$ cat src/rtl/program_loader.sv
// rtl/program_loader.sv - framed byte-stream loader that writes 14-bit words into program memory
// Optional inter-byte timeout: define LOADER_TIMEOUT_EN.
module program_loader #(
  parameter int ADDR_W         = 11,
  parameter int DATA_W         = 14,
  parameter int MAX_WORDS      = 2048,
  parameter int TIMEOUT_CYCLES = 1000
) (
  input  logic              clk,
  input  logic              reset,
  input  logic              start,
  input  logic [7:0]        byte_in,
  input  logic              byte_valid,
  output logic              byte_ready,
  output logic              prog_we,
  output logic [ADDR_W-1:0] prog_addr,
  output logic [DATA_W-1:0] prog_data,
  output logic              cpu_hold,
  output logic              busy,
  output logic              done,
  output logic              error,
  output logic [ADDR_W:0]   word_count
);

  localparam int CNT_W = ADDR_W + 1;

  typedef enum logic [3:0] {
    S_IDLE,
    S_LEN_H,
    S_LEN_L,
    S_DATA_H,
    S_DATA_L,
    S_WRITE,
    S_CHK,
    S_DONE,
    S_ERR
  } state_t;

  state_t           state;
  state_t           state_next;
  logic [7:0]       len_h;
  logic [CNT_W-1:0] n_words;
  logic [7:0]       sum;
  logic [5:0]       hi_bits;
  logic [15:0]      len_n;
  logic             len_bad;
  logic [CNT_W-1:0] wc_inc;
  logic             rx_state;
  logic             xfer;
  logic             tmo_hit;

  // Receive states are exactly the states that accept a stream byte.
  assign rx_state   = (state == S_LEN_H) || (state == S_LEN_L) || (state == S_DATA_H) ||
                      (state == S_DATA_L) || (state == S_CHK);
  assign byte_ready = rx_state;
  assign prog_we    = (state == S_WRITE);
  assign xfer       = byte_valid && rx_state;

  assign len_n   = {len_h, byte_in};
  assign len_bad = (len_n == 16'd0) || (17'(len_n) > 17'(MAX_WORDS));
  assign wc_inc  = word_count + CNT_W'(1);

`ifdef LOADER_TIMEOUT_EN
  localparam int TMO_W = $clog2(TIMEOUT_CYCLES + 1);
  logic [TMO_W-1:0] tmo_cnt;

  assign tmo_hit = rx_state && !byte_valid && (tmo_cnt == TMO_W'(TIMEOUT_CYCLES - 1));

  // Idle-cycle counter: restarts on every accepted byte and outside receive states.
  always_ff @(posedge clk or posedge reset) begin
    if (reset) begin
      tmo_cnt <= '0;
    end else if (!rx_state || byte_valid) begin
      tmo_cnt <= '0;
    end else begin
      tmo_cnt <= tmo_cnt + TMO_W'(1);
    end
  end
`else
  assign tmo_hit = 1'b0;
`endif

  // State register.
  always_ff @(posedge clk or posedge reset) begin
    if (reset) begin
      state <= S_IDLE;
    end else begin
      state <= state_next;
    end
  end

  // Next-state decode: frame parsing, length/HI/checksum validation.
  always_comb begin
    state_next = state;
    case (state)
      S_IDLE:   if (start) state_next = S_LEN_H;
      S_LEN_H:  if (byte_valid) state_next = S_LEN_L;
      S_LEN_L:  if (byte_valid) state_next = len_bad ? S_ERR : S_DATA_H;
      S_DATA_H: if (byte_valid) state_next = (byte_in[7:6] != 2'b00) ? S_ERR : S_DATA_L;
      S_DATA_L: if (byte_valid) state_next = S_WRITE;
      S_WRITE:  state_next = (wc_inc == n_words) ? S_CHK : S_DATA_H;
      S_CHK:    if (byte_valid) state_next = (byte_in == sum) ? S_DONE : S_ERR;
      S_DONE:   state_next = S_IDLE;
      S_ERR:    state_next = S_IDLE;
      default:  state_next = S_IDLE;
    endcase
    if (tmo_hit) state_next = S_ERR;
  end

  // Datapath: length capture, running checksum, word assembly, address/count and status flags.
  always_ff @(posedge clk or posedge reset) begin
    if (reset) begin
      len_h      <= '0;
      n_words    <= '0;
      sum        <= '0;
      hi_bits    <= '0;
      prog_addr  <= '0;
      prog_data  <= '0;
      word_count <= '0;
      busy       <= 1'b0;
      cpu_hold   <= 1'b0;
      done       <= 1'b0;
      error      <= 1'b0;
    end else begin
      case (state)
        S_IDLE: begin
          if (start) begin
            done       <= 1'b0;
            error      <= 1'b0;
            word_count <= '0;
            prog_addr  <= '0;
            sum        <= '0;
            busy       <= 1'b1;
            cpu_hold   <= 1'b1;
          end
        end
        S_LEN_H: begin
          if (xfer) begin
            len_h <= byte_in;
            sum   <= sum + byte_in;
          end
        end
        S_LEN_L: begin
          if (xfer) begin
            // Only meaningful when the length is legal, which always fits CNT_W bits.
            n_words <= len_n[CNT_W-1:0];
            sum     <= sum + byte_in;
          end
        end
        S_DATA_H: begin
          if (xfer) begin
            hi_bits <= byte_in[5:0];
            sum     <= sum + byte_in;
          end
        end
        S_DATA_L: begin
          if (xfer) begin
            prog_data <= {hi_bits, byte_in};
            sum       <= sum + byte_in;
          end
        end
        S_WRITE: begin
          prog_addr  <= prog_addr + ADDR_W'(1);
          word_count <= wc_inc;
        end
        S_DONE: begin
          done     <= 1'b1;
          busy     <= 1'b0;
          cpu_hold <= 1'b0;
        end
        S_ERR: begin
          error    <= 1'b1;
          busy     <= 1'b0;
          cpu_hold <= 1'b0;
        end
        default: ;
      endcase
    end
  end

endmodule

$ cat config.mk
export PLATFORM = sky130hd
export DESIGN_NAME = program_loader
export DESIGN_NICKNAME = d
export VERILOG_FILES = /design/src/rtl/program_loader.sv
export SDC_FILE = /design/constraint.sdc
export NUM_CORES = 1
export LEC_CHECK = 0
export ABC_AREA = 1
export ABC_CLOCK_PERIOD_IN_PS = 2560
export CAP_MARGIN = 20
export CORE_ASPECT_RATIO = 0.9
export CORE_UTILIZATION = 45
export CTS_CLUSTER_DIAMETER = 30
export DETAILED_ROUTE_END_ITERATION = 12
export PLACE_DENSITY = 0.67
export SLEW_MARGIN = 20
export SYNTH_ARGS = -nofsm -noshare
export SYNTH_HDL_FRONTEND = slang
export SYNTH_SLANG_ARGS = --single-unit
$ cat constraint.sdc
create_clock -name clk -period 2.56 [get_ports clk]
set_input_delay 0.256 -clock clk [delete_from_list [all_inputs] [get_ports clk]]
set_output_delay 0.256 -clock clk [all_outputs]
set_load 0.05 [all_outputs]
## After elaboration in Yosys (flattened, before gate mapping)

Index checks and enable logic that the tools add are counted.
Widths: inputs -> output; s select.

| cells by class | value |
|---|---|
| $add $sub $neg | 3 |
| order comparisons | 1 |
| equal/unequal tests | 17 |
| mux-type cells | 23 |
| reduce and logical (&&, ||, !) cells | 26 |

Operator list:

| kind | number |
|---|---|
| $mux 4 | 9 |
| $pmux 4 s7 | 1 |
| $pmux 12 s2 | 1 |
| $pmux 11 s2 | 1 |
| $eq 4x3->1 const B | 4 |
| $gt 16x12->1 const B | 1 |
| $logic_not 16->1 | 1 |
| $mux 8 | 2 |
| $pmux 8 s2 | 1 |
| $reduce_and 2->1 | 8 |
| $add 12x1->12 const B | 1 |
| $eq 12x12->1 | 1 |
| $mux 12 | 1 |
| $ne 2x2->1 const B | 6 |
| $reduce_bool 2->1 | 6 |
| $add 11x1->11 const B | 1 |
| $mux 11 | 1 |
| $add 8x8->8 | 1 |
| $eq 4x2->1 const B | 2 |
| $eq 8x8->1 | 1 |
| $pmux 1 s2 | 3 |
| $reduce_and 6->1 | 1 |
| $logic_or 1x1->1 | 5 |
| $eq 4x1->1 const B | 1 |
| 9 further kinds | 10 |

| storage, ports and cells | value |
|---|---|
| flip-flop bits (word level) | 78 |
| output and inout port bits | 43 |
| word-level logic and storage cells | 81 |

## Depth between registers and ports, before layout

Gate-level depths: netlist (run 1).

| depth | value |
|---|---|
| depth after elaboration | 8 |
| depth in mapped cells | 15 |
| mapped depth without buffers | 15 |

## Worst setup path after synthesis (run 1)

OpenSTA, ideal clock, no wires.

| timing path | value |
|---|---|
| path type | register -> register |
| start | register word_count[1] |
| end | register state[0] |
| arrival time | 1.900 ns |
| data required time | 2.444 ns |
| slack | 0.544 ns |
| cell stages (with the launch flop) | 15 |
| path buffers | 0 |
| period minus slack after synthesis | 2.016 ns |
| cells stage by stage | dfrtp_1 > ha_1 > nand2_1 > nor2_4 > nand2_1 > nand2_1 > nand2_1 > nand2_1 > nand3_1 > nor2_1 > nand3_1 > nand2_1 > nand2_1 > nand2_1 > nand2_1 |

| on the way | value |
|---|---|
| cells in the longest elaborated chain, start to end | 4 |

Ends and longest elaborated chain:

| element | line | source |
|---|---|---|
| from (decl) | 22 | `output logic [ADDR_W:0] word_count` |
| from (signal assigned) | 164 | `word_count <= wc_inc;` |
| $add 12x1->12 | 61 | `assign wc_inc = word_count + CNT_W'(1);` |
| $eq 12x12->1 | 101 | `S_WRITE: state_next = (wc_inc == n_words) ? S_CHK : S_DATA_H;` |
| $mux 3 | 101 |  |
| $pmux 4 s7 | 95 | `case (state)` |
| to (signal assigned) | 88 | `state <= state_next;` |
| to (decl) | 39 | `state_t state;` |

Every way passes these cells.
A chain may end at the register's enable or synchronous reset.

## Worst setup path in the final report (run 1)

| timing path | value |
|---|---|
| start | register state[1] |
| end | output port byte_ready |

| on the way | value |
|---|---|
| cells in the longest elaborated chain, start to end | 5 |

Ends and longest elaborated chain:

| element | line | source |
|---|---|---|
| $eq 4x1->1 or $eq 4x2->1 (tied branches) | 53 | `assign rx_state = (state == S_LEN_H) \|\| (state == S_LEN_L) \|\| (state == S_DATA_H) \|\|` |
| $logic_or 1x1->1 (3 in a row) | 53 |  |
| $logic_or 1x1->1 * | 54 | `(state == S_DATA_L) \|\| (state == S_CHK);` |
| to (decl) | 14 | `output logic byte_ready,` |

Every way passes the cells marked *; elsewhere a longest branch is shown, timed or not.

==> results of run 1 <==
worst paths after layout:
| check | cells after the start | slack [ns] | from | end |
|---|---|---|---|---|
| max | 6 | 0.11 | state[1] | byte_ready |
| min | 2 | 0.30 | reset | word_count[10] |
| max reg2reg | 9 | 0.54 | state[3] | prog_addr[7] |
| min reg2reg | 1 | 0.48 | prog_addr[10] | prog_addr[10] |
| max in group asynchronous | 3 | 1.57 | reset | n_words[11] |
| min in group clk | 1 | 0.48 | prog_addr[10] | prog_addr[10] |
area by class of cell:
cell class	count	share of cell area [%]
Clock buffer	9	2.44
Clock inverter	7	1.58
Inverter	73	5.45
Multi-Input combinational cell	363	37.8
Sequential cell	78	38.5
Tap cell	122	3.01
Timing Repair Buffer	57	11.3
cells by family (layout without fill, tap and decap cells):
group,after synthesis,count (layout)
buffers and inverters,83,146
multiplexers,6,6
XOR/XNOR,4,4
adder cells (fa/ha/maj),10,10
AND/OR/NAND/NOR,247,247
AO/OA/AOI/OAI,96,96
flip-flops,78,78
stage by stage:
step / total power, mW / worst slack, ns / utilization [%] / cells / hold slack, ns
5_1_grt: 5.88 / 0.00764 / 55.9 / 709 / 0.344
4_1_cts: 5.52 / 0.0773 / 55.9 / 709 / 0.316
2_1_floorplan: 3.82 / 0.309 / - / 524 / 0.377
6_report: 5.46 / 0.108 / 55.9 / 709 / 0.301
3_3_place_gp: 4.46 / 0.387 / 53.6 / 693 / 0.461
3_5_place_dp: 4.51 / 0.328 / 53.6 / 693 / 0.466
synth_stat cells, types with 5 or more instances:
cell	n
o21ai_0	45
o22ai_1	11
mux2_2	6
o21ai_1	17
nand4_1	9
ha_1	9
nand2_1	137
a21oi_1	13
inv_2	5
nand3b_1	5
nor2_1	35
nand3_1	32
nand2_2	6
dfrtp_1	78
nor2_2	7
inv_1	67
flip-flops by register name, summed over array words and instances, names as in the netlist:
name,count
busy,1
done,1
error,1
hi_bits,6
len_h,8
n_words,12
prog_addr,11
prog_data,14
state,4
sum,8
word_count,12
power by group through the flow:
stage / Sequential (mW) / Clock [mW] / Combinational (mW)
CTS: 1.92 / 1.01 / 2.59
global placement: 1.93 / 0 / 2.53
global route: 1.97 / 1.05 / 2.86
finish: 1.92 / 0.981 / 2.57
detailed placement: 1.94 / 0 / 2.57
floorplan: 2.23 / 0 / 1.58
metal layers:
| layer | track usage (%) | vias to the layer above | part of all wire (%) |
|---|---|---|---|
| met2 | 35.6 | 97 | 47 |
| met5 | 0 | - | 0 |
| met4 | 6.31 | 0 | 1.0 |
| li1 | - | 1824 | - |
| met1 | 27.6 | 1676 | 48 |
| met3 | 5.20 | 10 | 4.5 |
==> results.md, run 1 <==
- MaxCap Viol Count: 0
- CP endpoint kind: output port
- Cell Area, Synth: 4200 um2
- Final setup violation count: 0
- Adder-Cell Fraction of Synth Area: 3.16%
- Largest delay share family, worst path: buffers and inverters
- Most common cell after layout, fill and taps aside: nand2_1
- Fin. max-slew vios: 0
- Layout cells sized above 1: 10.2%
- Area after DPL: 4870 um2
- Rows: 33
- Synth area leaders: dfrtp_1 46%, nand2_1 12%, inv_1 6.0%
- Most used DFF post-synth: dfrtp_1
- CTS tree: done
- Drt wl/cell: 13.8 um
- Yosys cell types: 38
- Initial antenna violation count: 0
- Buffers & Inverters on Critical Path: 2
- Final GP Congestion: 0.849
- Setup bufs post-CTS: 0
- Simple logic cell fraction of the synthesized area: 27.2%
- CTS Hold Bufs: 0
- Clock power frac: 18.0%
- Register area share after synthesis: 46.5%
- Most frequent cells in the layout: 137 x nand2_1, 78 x dfrtp_1, 66 x inv_1
- Via count: 3,607
- Sw Ratio: 46.0%
- Sequential Area: 1950 um2
- Die boundary width: 104 um
- Gr ovfl total: 0
- Setup CP Type: reg2out
- Mapped Cells: 524
- Synth Area in XOR/XNOR: 0.834%
- Area of the multi-input gates: 1920 um2
- Clock transition at path regs: 0.09 ns
- Via-per-instance ratio: 5.09
- CTS Root Buffer Type: clkbuf_8
- DRT iter0 DRCs: 154
- Setup TNS: 0 ns
- Vias in the first global route: 3,466
- Flops & latches, synth: 78
- Drt pass-1 iters: 4
- Fillcell total: 851
- Seq pwr share: 35.1%
- Initial Util: 46.3%
- Run status: finished, final reports clean
- Vert. Die Dim: 93.7 um
- Nets: 604
- Post-Route WL: 9.75 mm
- CP Data Required Time: 2.30 ns
- CTS Buf Count: 9
- # port buffers: 54
- Post_cts resized: 0
- Slew headroom: 56.5%
- Post-synth top area share: 46.5%
- Switching pwr: 2.51 mW
- Startpoint types: register
- Peak supply drop: 457 uV
- Die area: 9730 um2
- H-Tree Depth: 3
- Total Routing Usage GR: 21.3%
- Async S/R FF share, synth: 100%
- Final Cycle Share: 95.8%
- Syn_nets: 546
- Hold Vio Cnt, Final: 0
- Synth Area in Compound Gates: 12.8%
- Syn. warnings: 0
- Avg Inst Size Synth: 8.02 um2
- Int Pwr: 2.95 mW
- CP peak stage delay: 0.81 ns
- RSZ-0062 raised after global routing: false
- Max FO, Critical Path: 5
- Largest family of logic cells by synthesized area: simple AND/OR/NAND/NOR gates
- P_leak: 2.39 nW
- Share of power burned in combinational logic: 47.0%
- Clock buffer depth: 2
- Residual DRC: 0
- Largest net degree at the start of global routing: 53
- EDFF count, synth: 0
- Latest clock arrival within the worst-skew pair: 0.36 ns
- Power Density: 1080 nW/um2
- Data arrival, critical path: 2.20 ns
- Period minus WS final: 2.45 ns
- HP Class: in2async
- Leading area contributor after synthesis: dfrtp_1
- Dpl hpwl: 7.01 mm
- Fin area: 5070 um2
- CTS Sinks: 78
- Core ar.: 9080 um2
- Fin Clk Skew: 0.0116 ns
- Post-DRT Antenna Nets: 0
- Slew @ Worst Pin: 0.651 ns
- Area growth from synthesis to layout: 20.8%
- Global-route wire length before repair: 16.3 mm
- I/O pins: 55
- Achievable frequency: 408 MHz
- Crit-path slowest cell: clkdlybuf4s50_1
- Antenna Diode Count: 0
- CP Cell Sequence: nor2_2 > inv_4 > nor2_4 > a21oi_4 > nand2_2 > clkdlybuf4s50_1
- Mux share of post-synthesis cell area: 1.61%
No activity file was read; power rests on OpenSTA's default activity.
==> inputs of run 2 (changes only) <==
--- a/config.mk
+++ b/config.mk
@@ -6,13 +6,13 @@
 export NUM_CORES = 1
 export LEC_CHECK = 0
 export ABC_AREA = 1
-export ABC_CLOCK_PERIOD_IN_PS = 2560
+export ABC_CLOCK_PERIOD_IN_PS = 2100
 export CAP_MARGIN = 20
 export CORE_ASPECT_RATIO = 0.9
 export CORE_UTILIZATION = 45
 export CTS_CLUSTER_DIAMETER = 30
 export DETAILED_ROUTE_END_ITERATION = 12
-export PLACE_DENSITY = 0.67
+export PLACE_DENSITY = 0.66
 export SLEW_MARGIN = 20
 export SYNTH_ARGS = -nofsm -noshare
 export SYNTH_HDL_FRONTEND = slang
==> constraint.sdc (replaced) <==
create_clock -name clk -period 2.1 [get_ports clk]
set_input_delay 0.21 -clock clk [delete_from_list [all_inputs] [get_ports clk]]
set_output_delay 0.21 -clock clk [all_outputs]
set_load 0.05 [all_outputs]
==> results.md, run 2 (synthesis gave the netlist of run 1 again) <==
- Rows: 33
- Setup TNS: 0 ns
- Vias in the first global route: 3,320
- CP Cell Sequence: ha_2 > nand2_1 > nor2_4 > nand2_1 > nand2_1 > nand2_1 > nand2_1 > nand3_1 > nor2_2 > nand3_1 > nand2_1 > nand2_1 > nand2_1 > nand2_1
- Share of power burned in combinational logic: 48.0%
- Vert. Die Dim: 93.7 um
- Crit path top cell by count: nand2_1
- Drt pass-1 iters: 4
- Run status: finished, final reports clean
- Startpoint types: register
- Seq pwr share: 34.3%
- Most common cell after layout, fill and taps aside: nand2_1
- H-Tree Depth: 3
- P_leak: 2.47 nW
- CP peak stage delay: 0.41 ns
- MaxCap Viol Count: 0
- Layout Cells excl Fill: 726
- Antenna Diode Count: 0
- CP endpoint kind: register
- Residual DRC: 0
- Top Registers: prog_data: 14 flops, n_words: 12 flops, word_count: 12 flops
- Core ar.: 9080 um2
- Worst reg2reg path depth: 14
- Global-route wire length before repair: 15.9 mm
- Via-per-instance ratio: 5.01
- DRT iter0 DRCs: 154
- Latest clock arrival within the worst-skew pair: 0.36 ns
- Clock power frac: 17.7%
- Total Routing Usage GR: 20.6%
- Post-DRT Antenna Nets: 0
- Power Density: 1300 nW/um2
- Setup CP Type: reg2reg
- Fin. max-slew vios: 0
- Dpl hpwl: 6.92 mm
- Reg with most FFs: prog_data
- Clock buffer depth: 2
- Nets: 621
- Int Pwr: 3.72 mW
- RR Endpoint: state[0]
- CTS Buf Count: 9
- R2R Setup Slk: 0.24 ns
- Drt wl/cell: 12.9 um
- Gr ovfl total: 0
- CTS Root Buffer Type: clkbuf_8
- I/O pins: 55
- Die boundary width: 104 um
- Area growth from synthesis to layout: 24.8%
- Slew headroom: 62.2%
- Period minus WS final: 1.86 ns
- Number of flip-flops in the largest register: 14
- CP Data Required Time: 2.34 ns
- CTS Sinks: 78
- Layout cells sized above 1: 13.6%
- CTS tree: done
- Largest net degree at the start of global routing: 79
- Initial antenna violation count: 0
- Die area: 9730 um2
- Achievable frequency: 536 MHz
- Switching pwr: 3.08 mW
- Clock transition at path regs: 0.09 ns
- Final GP Congestion: 0.912
- Hold Vio Cnt, Final: 0
- Final setup violation count: 0
- Max FO, Critical Path: 7
- # port buffers: 54
- Sw Ratio: 45.3%
- Crit-path slowest cell: dfrtp_2
- Data arrival, critical path: 2.10 ns
- Final Cycle Share: 88.8%
- Post-Route WL: 9.40 mm
- DP Cell Count: 709
- Via count: 3,638
- Initial Util: 46.3%
- RSZ-0062 raised after global routing: false
- Fin Clk Skew: 0.0196 ns
- Peak supply drop: 637 uV
- HP Class: in2async
- R2R Path Start: word_count[0]
- Slew @ Worst Pin: 0.566 ns
- Most frequent cells in the layout: 137 x nand2_1, 76 x dfrtp_1, 66 x inv_1
run 2: changes by cell type in the layout (fill, tap and decap cells not counted), sizes merged:
cell	delta
clkinvlp	+2
clkinv	-1
buf	+18
clkdlybuf4s50	-1
inv	-1
run 2: timing repair:
action,4_1_cts,5_1_grt
hold buffers,0,0
resized for setup,0,4
buffers inserted,0,1
endpoints found under the setup margin,0,2
run 2: power groups by stage:
stage	Sequential, mW	Clock, mW	Combinational, mW
finish	2.33	1.20	3.26
floorplan	2.72	0	1.93
detailed placement	2.35	0	3.27
global placement	2.34	0	3.23
CTS	2.33	1.25	3.27
global route	2.39	1.32	3.59
run 2: final cells by class:
class / count / area (um2)
Inverter: 73 / 280
Sequential cell: 78 / 1950
Clock inverter: 7 / 87.6
Timing Repair Buffer: 74 / 723
Clock buffer: 9 / 124
Tap cell: 122 / 153
Multi-Input combinational cell: 363 / 1920
Fill cell: 837 / 3840
run 2: metal layers:
metal | up-vias | wire length [um] | global-route usage [%]
met5 | - | 0 | 0
met4 | 0 | 104 | 5.00
met3 | 12 | 383 | 4.99
met2 | 87 | 4450 | 34.0
met1 | 1683 | 4470 | 27.4
li1 | 1856 | - | -
run 2: worst max-delay path by stage:
stage	from	to	slack, ns	cells after the start
2_1_floorplan	word_count[1]	state[0]	0.08	14
4_1_cts	word_count[0]	state[0]	0.16	14
3_3_place_gp	byte_in[0]	sum[6]	0.006	10
5_1_grt	word_count[0]	state[0]	0.02	14
3_5_place_dp	byte_in[2]	sum[5]	-0.01	12
6_report	word_count[0]	state[0]	0.24	14
run 2: through the flow:
stage	hold WS (ns)	power (mW)	instance area [um2]	utilization [%]	setup slack, ns
after global placement	0.459	5.57	5020	55.2	0.00625
after global routing	0.332	7.30	5240	57.7	0.0209
after detailed placement	0.471	5.62	5020	55.2	-0.0137
after CTS	0.321	6.85	5230	57.5	0.165
final	0.303	6.79	5240	57.7	0.235
after floorplan	0.331	4.65	4210	-	0.0838
run 2: critical path, delay by kind of cell, from the launching register on:
family / cells / cell delay, ns
DFF: 1 / 0.41
adders and majority gates: 1 / 0.20
and+or+nand+nor: 13 / 1.16
==> inputs of run 3 (changes only) <==
--- a/config.mk
+++ b/config.mk
@@ -11,9 +11,11 @@
 export CORE_ASPECT_RATIO = 0.9
 export CORE_UTILIZATION = 45
 export CTS_CLUSTER_DIAMETER = 30
+export CTS_CLUSTER_SIZE = 14
 export DETAILED_ROUTE_END_ITERATION = 12
 export PLACE_DENSITY = 0.66
-export SLEW_MARGIN = 20
+export SETUP_SLACK_MARGIN = 0.2
+export SLEW_MARGIN = 15
 export SYNTH_ARGS = -nofsm -noshare
 export SYNTH_HDL_FRONTEND = slang
 export SYNTH_SLANG_ARGS = --single-unit
==> results.md, run 3 (synthesis gave the netlist of run 1 again) <==
- Vias in the first global route: 3,500
- Post-Route WL: 9.71 mm
- Final Cycle Share: 87.1%
- Final setup violation count: 0
- CTS Sinks: 78
- Power Total: 6.94 mW
- Latest clock arrival within the worst-skew pair: 0.36 ns
- Drt pass-1 iters: 6
- Clock buffer depth: 2
- Post-DRT Antenna Nets: 0
- Switching pwr: 3.16 mW
- Most frequent cells in the layout: 132 x nand2_1, 71 x dfrtp_1, 65 x inv_1
- CP peak stage delay: 0.83 ns
- I/O pins: 55
- DP Cell Count: 709
- Via count: 3,699
- Die area: 9730 um2
- Slew headroom: 62.5%
- Residual DRC: 0
- Gr ovfl total: 0
- Fin. max-slew vios: 0
- R2R Path Start: state[1]
- Dpl hpwl: 6.93 mm
- Total Routing Usage GR: 21.1%
- H-Tree Depth: 3
- CTS Buf Count: 9
- P_leak: 2.55 nW
- Setup CP Type: reg2out
- Initial antenna violation count: 0
- Hold Vio Cnt, Final: 0
- Int Pwr: 3.79 mW
- Core ar.: 9080 um2
- Most common cell after layout, fill and taps aside: nand2_1
- Worst reg2reg path depth: 10
- Max FO, Critical Path: 5
- Sw Ratio: 45.5%
- Layout cells sized above 1: 16.4%
- Slew @ Worst Pin: 0.559 ns
- Global-route wire length before repair: 16.3 mm
- Layout Cells excl Fill: 726
- CP Data Required Time: 1.89 ns
- Die boundary width: 104 um
- CP endpoint kind: output port
- Setup TNS: 0 ns
- Achievable frequency: 546 MHz
- Number of flip-flops in the largest register: 14
- DRT iter0 DRCs: 204
- Power Density: 1300 nW/um2
- Vert. Die Dim: 93.7 um
- Area growth from synthesis to layout: 26.9%
- RSZ-0062 raised after global routing: true
- Peak supply drop: 612 uV
- Run status: finished, final reports clean
- Largest net degree at the start of global routing: 79
- Crit-path slowest cell: clkdlybuf4s50_1
- CTS tree: done
- Startpoint types: register
- HP Class: in2async
- Clock transition at path regs: 0.08 ns
- Initial Util: 46.3%
- R2R Setup Slk: 0.27 ns
- Top Registers: prog_data: 14 flops, n_words: 12 flops, word_count: 12 flops
- Rows: 33
- # port buffers: 54
- Seq pwr share: 33.8%
- Nets: 621
- Clock power frac: 17.5%
- RR Endpoint: hi_bits[0]
- Share of power burned in combinational logic: 48.7%
- CTS Root Buffer Type: clkbuf_8
- Largest delay share family, worst path: buffers and inverters
- MaxCap Viol Count: 0
- Via-per-instance ratio: 5.10
- Reg with most FFs: prog_data
- Drt wl/cell: 13.4 um
- Data arrival, critical path: 1.62 ns
- Final GP Congestion: 0.917
- CP Cell Sequence: clkdlybuf4s50_1
- Fin Clk Skew: 0.0140 ns
- Period minus WS final: 1.83 ns
- Buffers & Inverters on Critical Path: 1
- Antenna Diode Count: 0
-- run 3: cell type report --
class | count | area (um2)
timing repair buffer | 74 | 731
multi-input combinational | 363 | 2000
clock inverter | 7 | 85.1
tap | 122 | 153
inverter | 73 | 280
clock buffer | 9 | 124
fill | 820 | 3750
sequential | 78 | 1960
-- run 3: worst max-delay path by stage --
stage	from	endpoint	slack, ns	depth (start not counted)
floorplan	word_count[5]	state[0]	0.20	13
global placement	byte_in[0]	sum[6]	-0.006	10
detailed placement	byte_in[0]	sum[6]	-0.04	10
CTS	word_count[5]	word_count[5]	0.22	1
global route	word_count[1]	state[0]	0.16	14
finish	word_count[7]	word_count[7]	0.27	1
-- run 3: layer usage --
metal | global-route usage [%] | vias up | routed length, um
met4 | 7.02 | 0 | 128
met2 | 33.4 | 88 | 4520
met5 | 0 | - | 0
met1 | 28.9 | 1740 | 4710
li1 | - | 1858 | -
met3 | 4.44 | 13 | 357
-- run 3: timing repair --
item                       4_1_cts  5_1_grt
gates resized for setup          0       28
setup endpoints to repair        0       19
buffers inserted                 0        1
hold buffers                     0        0
-- run 3: power by group through the flow --
stage,registers (mW),logic (mW),clock network [mW]
after floorplan,2.73,1.93,0
after global routing,2.40,3.74,1.30
after detailed placement,2.35,3.25,0
after global placement,2.34,3.21,0
final,2.34,3.38,1.22
after CTS,2.33,3.26,1.26
-- run 3: stage by stage --
stage	setup slack [ns]	instance area [um2]	hold slack, ns	util (%)
2_1_floorplan	0.205	4210	0.331	-
3_3_place_gp	-0.00556	5020	0.462	55.3
3_5_place_dp	-0.0443	5020	0.470	55.3
4_1_cts	0.220	5230	0.327	57.6
5_1_grt	0.162	5330	0.370	58.7
6_report	0.270	5330	0.302	58.7
